File: config.mk
export PLATFORM = sky130hd
export DESIGN_NAME = sat_counter_bank
export DESIGN_NICKNAME = d
export VERILOG_FILES = /design/src/rtl/sat_counter_pkg.sv /design/src/rtl/sat_counter_cell.sv /design/src/rtl/sat_counter_bank.sv
export SDC_FILE = /design/constraint.sdc
export NUM_CORES = 1
export LEC_CHECK = 0
export ABC_CLOCK_PERIOD_IN_PS = 3000
export CAP_MARGIN = 20
export CORE_MARGIN = 1
export CORE_UTILIZATION = 55
export CTS_BUF_LIST = sky130_fd_sc_hd__clkbuf_8 sky130_fd_sc_hd__clkbuf_16
export CTS_CLUSTER_DIAMETER = 80
export DETAILED_ROUTE_END_ITERATION = 8
export PLACE_DENSITY = 0.81
export SYNTH_ARGS = -nofsm -noshare
export SYNTH_HDL_FRONTEND = slang
export SYNTH_SLANG_ARGS = --single-unit
File: constraint.sdc
create_clock -name clk -period 3 [get_ports clk]
set_input_delay 0.6 -clock clk [delete_from_list [all_inputs] [get_ports clk]]
set_output_delay 0.6 -clock clk [all_outputs]
set_load 0.03 [all_outputs]
File: src/rtl/sat_counter_pkg.sv
// rtl/sat_counter_pkg.sv - shared limit-mode encodings and read-select width helper
package sat_counter_pkg;

    localparam int MODE_SAT  = 0;
    localparam int MODE_WRAP = 1;

    // A single channel still needs a 1-bit selector so the port never collapses to zero width.
    function automatic int ch_width(input int num_ch);
        return (num_ch > 1) ? $clog2(num_ch) : 1;
    endfunction

endpackage

File: src/rtl/sat_counter_cell.sv
// rtl/sat_counter_cell.sv - one counter channel with limit handling and sticky limit flag
module sat_counter_cell
    import sat_counter_pkg::*;
#(
    parameter int WIDTH = 8,
    parameter int MAX   = (1 << WIDTH) - 1,
    parameter int WRAP  = MODE_SAT
) (
    input  logic             clk,
    input  logic             rst_n,
    input  logic             clr,
    input  logic             inc,
    input  logic             dec,
    input  logic             rd_clr,
    output logic [WIDTH-1:0] count,
    output logic             at_max,
    output logic             at_zero,
    output logic             limit_hit
);

    localparam logic [WIDTH-1:0] MAX_V = WIDTH'(MAX);

    logic up;
    logic down;

    assign up      = inc & ~dec;
    assign down    = dec & ~inc;
    assign at_max  = (count == MAX_V);
    assign at_zero = (count == '0);

    always_ff @(posedge clk or negedge rst_n) begin
        if (!rst_n) begin
            count     <= '0;
            limit_hit <= 1'b0;
        end else if (clr) begin
            count     <= '0;
            limit_hit <= 1'b0;
        end else if (rd_clr) begin
            // A coincident increment survives the read-clear so no event is lost.
            count <= {{(WIDTH-1){1'b0}}, up};
        end else if (up) begin
            if (at_max) begin
                limit_hit <= 1'b1;
                count     <= (WRAP == MODE_WRAP) ? '0 : MAX_V;
            end else begin
                count <= count + 1'b1;
            end
        end else if (down) begin
            if (at_zero) begin
                limit_hit <= 1'b1;
                count     <= (WRAP == MODE_WRAP) ? MAX_V : '0;
            end else begin
                count <= count - 1'b1;
            end
        end
    end

endmodule

File: src/rtl/sat_counter_bank.sv
// rtl/sat_counter_bank.sv - bank of independent limit counters with a registered read port
module sat_counter_bank
    import sat_counter_pkg::*;
#(
    parameter int WIDTH  = 8,
    parameter int NUM_CH = 4,
    parameter int MAX    = (1 << WIDTH) - 1,
    parameter int WRAP   = MODE_SAT
) (
    input  logic                        clk,
    input  logic                        rst_n,
    input  logic [NUM_CH-1:0]           clr,
    input  logic [NUM_CH-1:0]           inc,
    input  logic [NUM_CH-1:0]           dec,
    input  logic                        rd_req,
    input  logic [ch_width(NUM_CH)-1:0] rd_ch,
    input  logic                        rd_clr,
    output logic                        rd_valid,
    output logic [WIDTH-1:0]            rd_data,
    output logic [NUM_CH*WIDTH-1:0]     count,
    output logic [NUM_CH-1:0]           at_max,
    output logic [NUM_CH-1:0]           at_zero,
    output logic [NUM_CH-1:0]           limit_hit
);

    localparam int CHW = ch_width(NUM_CH);

    logic [WIDTH-1:0] sel_count;

    for (genvar i = 0; i < NUM_CH; i++) begin : g_ch
        sat_counter_cell #(
            .WIDTH (WIDTH),
            .MAX   (MAX),
            .WRAP  (WRAP)
        ) u_cell (
            .clk       (clk),
            .rst_n     (rst_n),
            .clr       (clr[i]),
            .inc       (inc[i]),
            .dec       (dec[i]),
            .rd_clr    (rd_req && rd_clr && (rd_ch == CHW'(i))),
            .count     (count[i*WIDTH +: WIDTH]),
            .at_max    (at_max[i]),
            .at_zero   (at_zero[i]),
            .limit_hit (limit_hit[i])
        );
    end

    // Out-of-range selectors match no channel and therefore read back zero.
    always_comb begin
        sel_count = '0;
        for (int i = 0; i < NUM_CH; i++) begin
            if (rd_ch == CHW'(i)) begin
                sel_count = count[i*WIDTH +: WIDTH];
            end
        end
    end

    always_ff @(posedge clk or negedge rst_n) begin
        if (!rst_n) begin
            rd_valid <= 1'b0;
            rd_data  <= '0;
        end else begin
            rd_valid <= rd_req;
            if (rd_req) begin
                rd_data <= sel_count;
            end
        end
    end

endmodule

==> results of run 1 <==
## path summary, 6_finish.rpt
path                                          start                        to  slack (ns)  cells after the start
max reg2reg                 g_ch[1].u_cell.count[0]   g_ch[1].u_cell.count[3]        0.78                      6
min reg2reg                g_ch[0].u_cell.limit_hit  g_ch[0].u_cell.limit_hit        0.51                      2
max in group asynchronous                     rst_n  g_ch[2].u_cell.limit_hit        2.31                      2
min in group clk           g_ch[0].u_cell.limit_hit  g_ch[0].u_cell.limit_hit        0.51                      2
max                         g_ch[1].u_cell.count[0]                 at_max[1]         0.1                      4
min                                           rst_n   g_ch[0].u_cell.count[6]        0.21                      1
## per-stage QoR
stage          hold WS, ns  instances  area [µm²]  total power (W)  util, %
3_3_place_gp         0.490        615        4660          0.00190     68.5
4_1_cts              0.509        623        4770          0.00240     70.3
6_report             0.209        624        4800          0.00240     70.7
5_1_grt              0.239        624        4800          0.00253     70.7
2_1_floorplan        0.304        462        3850          0.00155        -
3_5_place_dp         0.490        615        4660          0.00192     68.5
## synthesized netlist by cell type (4+ instances only)
cell type   n
and3_1      8
nand2b_1   13
mux4_2      7
a31oi_1     7
a22o_1      4
buf_4      13
buf_2      14
nand3_1    17
xnor2_1     4
nand2_1    32
dfrtp_1    45
xor2_1      8
o211ai_1    7
nor2_1     42
o31ai_1     6
mux2_2      9
clkbuf_1   12
ha_1       12
o21ai_0    27
a21oi_1    31
nor4_1      5
nand4_1    14
nor2b_1    14
a211oi_1    4
nor3b_1     6
inv_1      13
nor3_1     21
a21o_1      4
## cells by family after synthesis
| logic type | share of synthesized area [%] |
|---|---|
| AO/OA/AOI/OAI | 20.6 |
| XOR/XNOR | 2.73 |
| adder cells (fa/ha/maj) | 3.90 |
| buffers and inverters | 7.41 |
| flip-flops | 29.2 |
| multiplexers | 8.48 |
| AND/OR/NAND/NOR | 27.6 |
## critical path, delay by kind of cell, from the launching register on
| kind | cells | cell delay [ns] |
|---|---|---|
| buffers and inverters | 1 | 0.71 |
| flip-flops | 1 | 0.52 |
| AND/OR/NAND/NOR | 2 | 0.50 |
| adder cells (fa/ha/maj) | 1 | 0.28 |
## power by group
group | internal (W) | total, W | leakage [nW] | switching [W]
registers | 0.000676 | 0.000776 | 0.603 | 0.000100
logic | 0.000487 | 0.00115 | 1.41 | 0.000660
clock network | 0.000268 | 0.000478 | 0.0626 | 0.000210
total | 0.00143 | 0.00240 | 2.07 | 0.000970
## repair_timing
item / CTS / global route
resized for setup: 3 / 4
setup endpoints to repair: 3 / 4
cloned: 0 / 0
## layer usage
layer	share of wire, %	vias up	routed length [µm]	track usage (%)
met4	2.9	0	316	11.1
met5	0	-	0	0
li1	-	1835	-	-
met3	8.4	44	926	4.72
met1	42	1848	4580	41.9
met2	47	249	5170	48.9
## final cells by class
cell class / count / area (µm²)
tap: 96 / 120
inverter: 13 / 48.8
timing repair buffer: 101 / 948
clock inverter: 2 / 33.8
sequential: 45 / 1130
fill: 541 / 1990
clock buffer: 6 / 82.6
multi-input combinational: 361 / 2440
## flip-flops by register name, summed over array words and instances (netlist names)
register               flops
g_ch.u_cell.count         32
g_ch.u_cell.limit_hit      4
rd_data                    8
rd_valid                   1
## placed cells by master, fill, tap and decap left out, drive strengths merged, types with 13 or more instances in the layout
cell type / synthesis / final
buf: 30 / 32
nand4: 14 / 14
nand2b: 13 / 13
a21oi: 32 / 32
nor2: 43 / 43
nor3: 22 / 22
o21ai: 30 / 30
nand2: 32 / 32
clkdlybuf4s50: 0 / 63
nor2b: 14 / 14
nand3: 17 / 17
dfrtp: 45 / 45
inv: 13 / 14
==> impl_metrics.yaml, run 1 <==
place:
  dpl.hpwl_um: 8100
  dpl_worst_slack_ns: 0.288
  place_congestion: 0.969
  portBuffers: 70
synthesis:
  synth.area.top_cells: "dfrtp_1, mux4_2, nor2_1"
  syn_nets: 492
  syn_area_um2: 3850
  ys_seq_area_share_pct: 29.2
  synth-seq-cells: 45
  synth_top_area_share_pct: 29.2
  synthCells: 462
  ys_async_sr_fraction_pct: 100
  synth_edf_count: 0
  synth_cell_types: 67
  avgSynthCellArea_um2: 8.34
  ys_warn_count: 0
  yosysTopAreaCell: "dfrtp_1"
  synth_ff_type: "dfrtp_1"
worst_setup_path:
  crit_required_ns: 2.40
  crit_path_max_fanout: 10
  crit_type: "reg2out"
  slowest_stage: "clkdlybuf4s50_1"
  path_cells: "ha_1 > nand3_1 > nor2_1 > clkdlybuf4s50_1"
  critPathArrivalTime_ns: 2.30
  crit_path_end_kind: "primary output"
  critPathMaxStageDelay_ns: 0.71
  start_kind: "register"
die:
  die_y_um: 85.7
  die_width_um: 85.7
  core_region_area_um2: 6790
  boundaryPins: 71
  dieArea_um2: 7340
  initial_core_util_pct: 56.7
  rows: 30
sta:
  fin_setup_tns_ns: 0
  final-setup-viol-count: 0
  layout_setup_ws_ns: 0.0973
  drv_slew: 0
  tightest_slew_ns: 0.757
  fin_crit_ns: 2.90
  max_slew_margin_pct: 49.0
  grt_setup_unrepaired: "false"
  clock.fmax_mhz: 345
  period_share_pct: 96.8
  hold_viol_final: 0
  skew_ns: 0.00787
cts:
  cts_root_buf: "clkbuf_8"
  clk_path_buf_depth: 2
  cts_buffers: 5
  cts_tree: "yes"
  cts_setup_buffers: 0
  clock_sinks: 45
  h-tree-depth: 2
  clk_pin_slew_ns: 0.09
  postCtsHoldBufs: 0
  clock_latency_ns: 0.30
run_status:
  status: "finished, final reports clean"
routing:
  wl_um: 11000
  antenna_left: 0
  vias: 3976
  drt_iter0_markers: 354
  route.detailed.drc: 0
  first_pass_iters: 6
  avgRoutedWirePerCell_um: 17.6
  viasPerCell: 6.37
worst_hold_path:
  hp-class: "in2async"
grt:
  grt_pass1_wl_um: 17800
  antenna_found_initial: 0
  grt_max_degree: 46
  overflow: 0
  grt_usage_pct: 30.5
  grt_pass1_vias: 3637
cells_and_area:
  diodes: 0
  final_layout_size_suffix_gt1_share_pct: 13.6
  area_growth_pct: 24.8
  fin_nets: 557
flow_run:
  maxCapViolations: 0
pwr:
  power.density_nw_per_um2: 500
  ir_worst_vdd_uv: 282
  p_leak_nw: 2.07
(Power assumes the default switching activity.)
==> run 2: changes to the inputs <==
Settings changed: CELL_PAD_IN_SITES_DETAIL_PLACEMENT set to 1, CELL_PAD_IN_SITES_GLOBAL_PLACEMENT set to 2, CORE_UTILIZATION 55 to 34, PLACE_DENSITY 0.81 to 0.85.
==> run 2 against run 1 <==
Compared with the run above:
- global-route usage fell by 7.0 points
- register-to-register slack worse by 0.11 ns
- combinational power grew 5%
- utilization decreased by 26 points
- critical endpoint is now at_zero[3]
==> impl_metrics.yaml, run 2 (same netlist as run 1, synthesis figures left out) <==
run_status:
  status: "finished, final reports clean"
worst_setup_path:
  r2r_end: "g_ch[1].u_cell.count[4]"
  crit_path_max_fanout: 9
  critPathArrivalTime_ns: 2.28
  r2r_start: "g_ch[1].u_cell.count[1]"
  start_kind: "register"
  r2r_slack_ns: 0.67
  crit_path_end_kind: "primary output"
  slowest_stage: "clkdlybuf4s50_1"
  crit_type: "reg2out"
  path_cells: "inv_1 > ha_1 > nor2b_1 > nor3b_4 > clkdlybuf4s50_1"
  crit_required_ns: 2.40
  worstRegToRegCells: 7
  critPathMaxStageDelay_ns: 0.71
cts:
  clock_sinks: 45
  cts_root_buf: "clkbuf_16"
  clk_path_buf_depth: 2
  cts_tree: "yes"
  h-tree-depth: 2
  clock_latency_ns: 0.29
  clk_pin_slew_ns: 0.07
  cts_buffers: 5
  postCtsHoldBufs: 0
sta:
  period_share_pct: 95.9
  drv_slew: 0
  max_slew_margin_pct: 43.5
  holdWs_ns: 0.155
  skew_ns: 0.00204
  tightest_slew_ns: 0.839
  grt_setup_unrepaired: "false"
  fin_crit_ns: 2.88
  final-setup-viol-count: 0
  clock.fmax_mhz: 347
  hold_viol_final: 0
  fin_setup_tns_ns: 0
cells_and_area:
  final_layout_size_suffix_gt1_share_pct: 14.2
  final_cell_mix: "clkdlybuf4s50_1, dfrtp_1, nor2_1"
  reg_top3: "g_ch.u_cell.count: 32 flops, rd_data: 8 flops, g_ch.u_cell.limit_hit: 4 flops"
  largest_reg_flops: 32
  top_register: "g_ch.u_cell.count"
  postLayoutCoreUtil_pct: 45.1
  layout_commonest_cell: "clkdlybuf4s50_1"
  fin_nets: 559
  area_growth_pct: 28.0
  diodes: 0
  fill_cells: 1316
routing:
  viasPerCell: 5.83
  avgRoutedWirePerCell_um: 20.0
  antenna_left: 0
  first_pass_iters: 5
  wl_um: 13400
  vias: 3905
  drt_iter0_markers: 173
  route.detailed.drc: 0
place:
  portBuffers: 70
  place_congestion: 0.933
  dpl.hpwl_um: 10100
grt:
  antenna_found_initial: 0
  grt_usage_pct: 23.5
  grt_max_degree: 20
  overflow: 0
  grt_pass1_wl_um: 21500
  grt_pass1_vias: 3889
pwr:
  intPower_w: 0.00166
  combPwrFrac_pct: 44.6
  p_leak_nw: 2.08
  power.density_nw_per_um2: 548
  ir_worst_vdd_uv: 302
  pwr-share-seq_pct: 28.4
  power.switching_w: 0.00105
  swShare_pct: 38.8
  p_clk_share_pct: 27.0
die:
  boundaryPins: 71
  rows: 38
  die_width_um: 108
  initial_core_util_pct: 35.2
  core_region_area_um2: 10900
  die_y_um: 108
  dieArea_um2: 11800
worst_hold_path:
  hp-class: "in2async"
flow_run:
  maxCapViolations: 0
## run 2: worst max-delay path by stage
stage | start | endpoint | slack (ns) | cells past startpoint
2_1_floorplan | g_ch[3].u_cell.count[3] | at_zero[3] | 0.74 | 4
3_3_place_gp | g_ch[2].u_cell.count[1] | at_max[2] | 0.21 | 4
3_5_place_dp | g_ch[2].u_cell.count[0] | at_max[2] | 0.21 | 4
4_1_cts | g_ch[2].u_cell.count[0] | at_zero[2] | 0.04 | 5
5_1_grt | g_ch[3].u_cell.count[0] | at_zero[3] | 0.01 | 5
6_report | g_ch[3].u_cell.count[0] | at_zero[3] | 0.12 | 5
## run 2: per-layer routing
| layer | routed length, µm | GRT usage [%] | part of all wire [%] |
|---|---|---|---|
| met1 | 6270 | 32.9 | 47 |
| met5 | 0 | 0 | 0 |
| met2 | 6420 | 38.5 | 48 |
| met4 | 121 | 4.63 | 0.90 |
| met3 | 588 | 3.50 | 4.4 |
## run 2: power by group through the flow
stage                     clock [W]  combinational [W]  sequential (W)
final                      0.000730            0.00121        0.000768
after global routing       0.000762            0.00131        0.000780
after CTS                  0.000739            0.00121        0.000767
after detailed placement          0            0.00121        0.000778
after global placement            0            0.00120        0.000774
after floorplan                   0           0.000669        0.000879
## run 2: repair_timing
action | in CTS | in global routing
resized for setup | 4 | 2
setup buffers | 0 | 0
cloned | 0 | 0
endpoints found under the setup margin | 4 | 2
## run 2: worst max-delay path: cells and delay by family, from the launching register on
kind / cells / cell delay [ns]
buffers and inverters: 2 / 0.86
flip-flops: 1 / 0.48
AND/OR/NAND/NOR: 2 / 0.45
adder cells (fa/ha/maj): 1 / 0.20
## run 2: through the flow
step | setup WS (ns) | power, W | cells | instance area (µm²)
after detailed placement | 0.212 | 0.00198 | 662 | 4730
after floorplan | 0.740 | 0.00155 | 462 | 3850
after global placement | 0.211 | 0.00197 | 662 | 4730
final | 0.122 | 0.00270 | 670 | 4930
after global routing | 0.0118 | 0.00285 | 670 | 4930
after CTS | 0.0416 | 0.00272 | 670 | 4920
## run 2: layout make-up
type,instances,area [µm²],area share [%]
Tap cell,140,175,3.55
Sequential cell,45,1130,22.8
Inverter,13,48.8,0.990
Timing Repair Buffer,103,945,19.2
Clock buffer,5,125,2.54
Clock inverter,3,65.1,1.32
Multi-Input combinational cell,361,2440,49.6
==> run 3: changes to the inputs <==
Settings changed: CORE_UTILIZATION 34 to 41, DONT_BUFFER_PORTS set to 1, PLACE_DENSITY 0.85 to 0.84.
==> run 3 against run 2 <==
Compared with the run above:
- maximum frequency grew 5.5%
- power fell by 21%
- wire length down 9.3%
- critical path depth fell by 1
- non-clock buffer count shrank 77
- sequential share of layout area rose by 4.9 points
- combinational power decreased by 28%
- register-to-register slack got worse by 0.02 ns
==> impl_metrics.yaml, run 3 (same netlist as run 1, synthesis figures left out) <==
worst_setup_path:
  crit_required_ns: 2.40
  r2r_start: "g_ch[1].u_cell.count[1]"
  start_kind: "register"
  crit_path_end_kind: "primary output"
  r2r_end: "g_ch[1].u_cell.count[4]"
  r2r_slack_ns: 0.65
  crit_type: "reg2out"
  crit_path_max_fanout: 8
  worstRegToRegCells: 6
  critPathArrivalTime_ns: 2.13
flow_run:
  maxCapViolations: 0
grt:
  grt_pass1_wl_um: 19900
  grt_pass1_vias: 3727
  antenna_found_initial: 0
  grt_max_degree: 46
  overflow: 0
  grt_usage_pct: 25.9
worst_hold_path:
  hp-class: "in2async"
place:
  place_congestion: 0.844
  dpl.hpwl_um: 9090
  portBuffers: 0
pwr:
  p_leak_nw: 1.72
  swShare_pct: 44.6
  intPower_w: 0.00118
  ir_worst_vdd_uv: 216
  power.switching_w: 0.000953
  p_clk_share_pct: 18.5
  pwr-share-seq_pct: 40.9
  power.density_nw_per_um2: 527
  combPwrFrac_pct: 40.6
sta:
  max_slew_margin_pct: 31.0
  clock.fmax_mhz: 366
  fin_crit_ns: 2.73
  final-setup-viol-count: 0
  fin_setup_tns_ns: 0
  tightest_slew_ns: 1.03
  drv_slew: 0
  period_share_pct: 91.0
  grt_setup_unrepaired: "false"
  hold_viol_final: 0
  skew_ns: 0.00666
routing:
  first_pass_iters: 4
  vias: 3580
  route.detailed.drc: 0
  drt_iter0_markers: 159
  avgRoutedWirePerCell_um: 21.6
  antenna_left: 0
  viasPerCell: 6.36
  wl_um: 12100
cells_and_area:
  final_cell_mix: "dfrtp_1, nor2_1, nand2_1"
  final_layout_size_suffix_gt1_share_pct: 14.2
  top_register: "g_ch.u_cell.count"
  area_growth_pct: 5.30
  diodes: 0
  largest_reg_flops: 32
  fin_nets: 482
  fill_cells: 1104
  multiInputGateArea_um2: 2440
  regArea_um2: 1130
  postLayoutCoreUtil_pct: 44.3
  reg_top3: "g_ch.u_cell.count: 32 flops, rd_data: 8 flops, g_ch.u_cell.limit_hit: 4 flops"
  layout_commonest_cell: "dfrtp_1"
die:
  die_y_um: 98.9
  initial_core_util_pct: 42.1
  die_width_um: 98.9
  dieArea_um2: 9790
  core_region_area_um2: 9150
  rows: 35
  boundaryPins: 71
cts:
  cts_root_buf: "clkbuf_8"
  ctsResizeCount: 0
  clock_sinks: 45
  clk_pin_slew_ns: 0.09
  cts_tree: "yes"
  cts_buffers: 5
  clock_latency_ns: 0.30
  clk_path_buf_depth: 2
  h-tree-depth: 2
run_status:
  status: "finished, final reports clean"
## run 3: power groups by stage
stage / Clock, W / Combinational (W) / Sequential (W)
floorplan: 0 / 0.000669 / 0.000879
global placement: 0 / 0.000823 / 0.000881
detailed placement: 0 / 0.000844 / 0.000885
CTS: 0.000416 / 0.000866 / 0.000872
global route: 0.000437 / 0.000947 / 0.000886
finish: 0.000395 / 0.000868 / 0.000873
## run 3: per-stage QoR
step / instance area [µm²] / hold slack, ns / total power [W] / std cells / setup slack, ns
after CTS: 4060 / 0.141 / 0.00215 / 563 / 0.272
final: 4060 / 0.129 / 0.00214 / 563 / 0.271
after global placement: 3940 / 0.306 / 0.00170 / 555 / 0.665
after global routing: 4060 / 0.141 / 0.00227 / 563 / 0.0692
after floorplan: 3850 / 0.304 / 0.00155 / 462 / 0.740
after detailed placement: 3940 / 0.306 / 0.00173 / 555 / 0.620
## run 3: repair_timing
item | in CTS | in global routing
setup buffers | 0 | 0
hold buffers | 1 | 0
endpoints found under the hold margin | 45 | 0
## run 3: worst max-delay path by stage
stage	slack, ns	endpoint	from
2_1_floorplan	0.74	at_zero[3]	g_ch[3].u_cell.count[3]
3_3_place_gp	0.67	at_max[3]	g_ch[3].u_cell.count[1]
3_5_place_dp	0.62	at_max[3]	g_ch[3].u_cell.count[1]
4_1_cts	0.27	at_max[3]	g_ch[3].u_cell.count[1]
5_1_grt	0.07	at_zero[1]	g_ch[1].u_cell.count[1]
6_report	0.27	at_max[3]	g_ch[3].u_cell.count[1]
## run 3: area by class of cell
type	count	area share, %
Timing Repair Buffer	26	5.31
Clock inverter	1	0.0926
Sequential cell	45	27.8
Inverter	13	1.20
Tap cell	111	3.42
Clock buffer	6	2.04
Multi-Input combinational cell	361	60.2
## run 3: layer usage
metal  vias up  share of wire [%]  track usage (%)
met5         -                  0                0
met4         0               0.78             6.43
met3         6                4.5             4.75
met2        76                 49             42.9
met1      1823                 45             35.1
li1       1675                  -                -
## run 3: critical path, cell delays in order (launching register included)
cell     delay, ns
dfrtp_1       0.69
ha_1          0.37
nand4_1       0.16
or2_2         0.36
inv_1         0.24
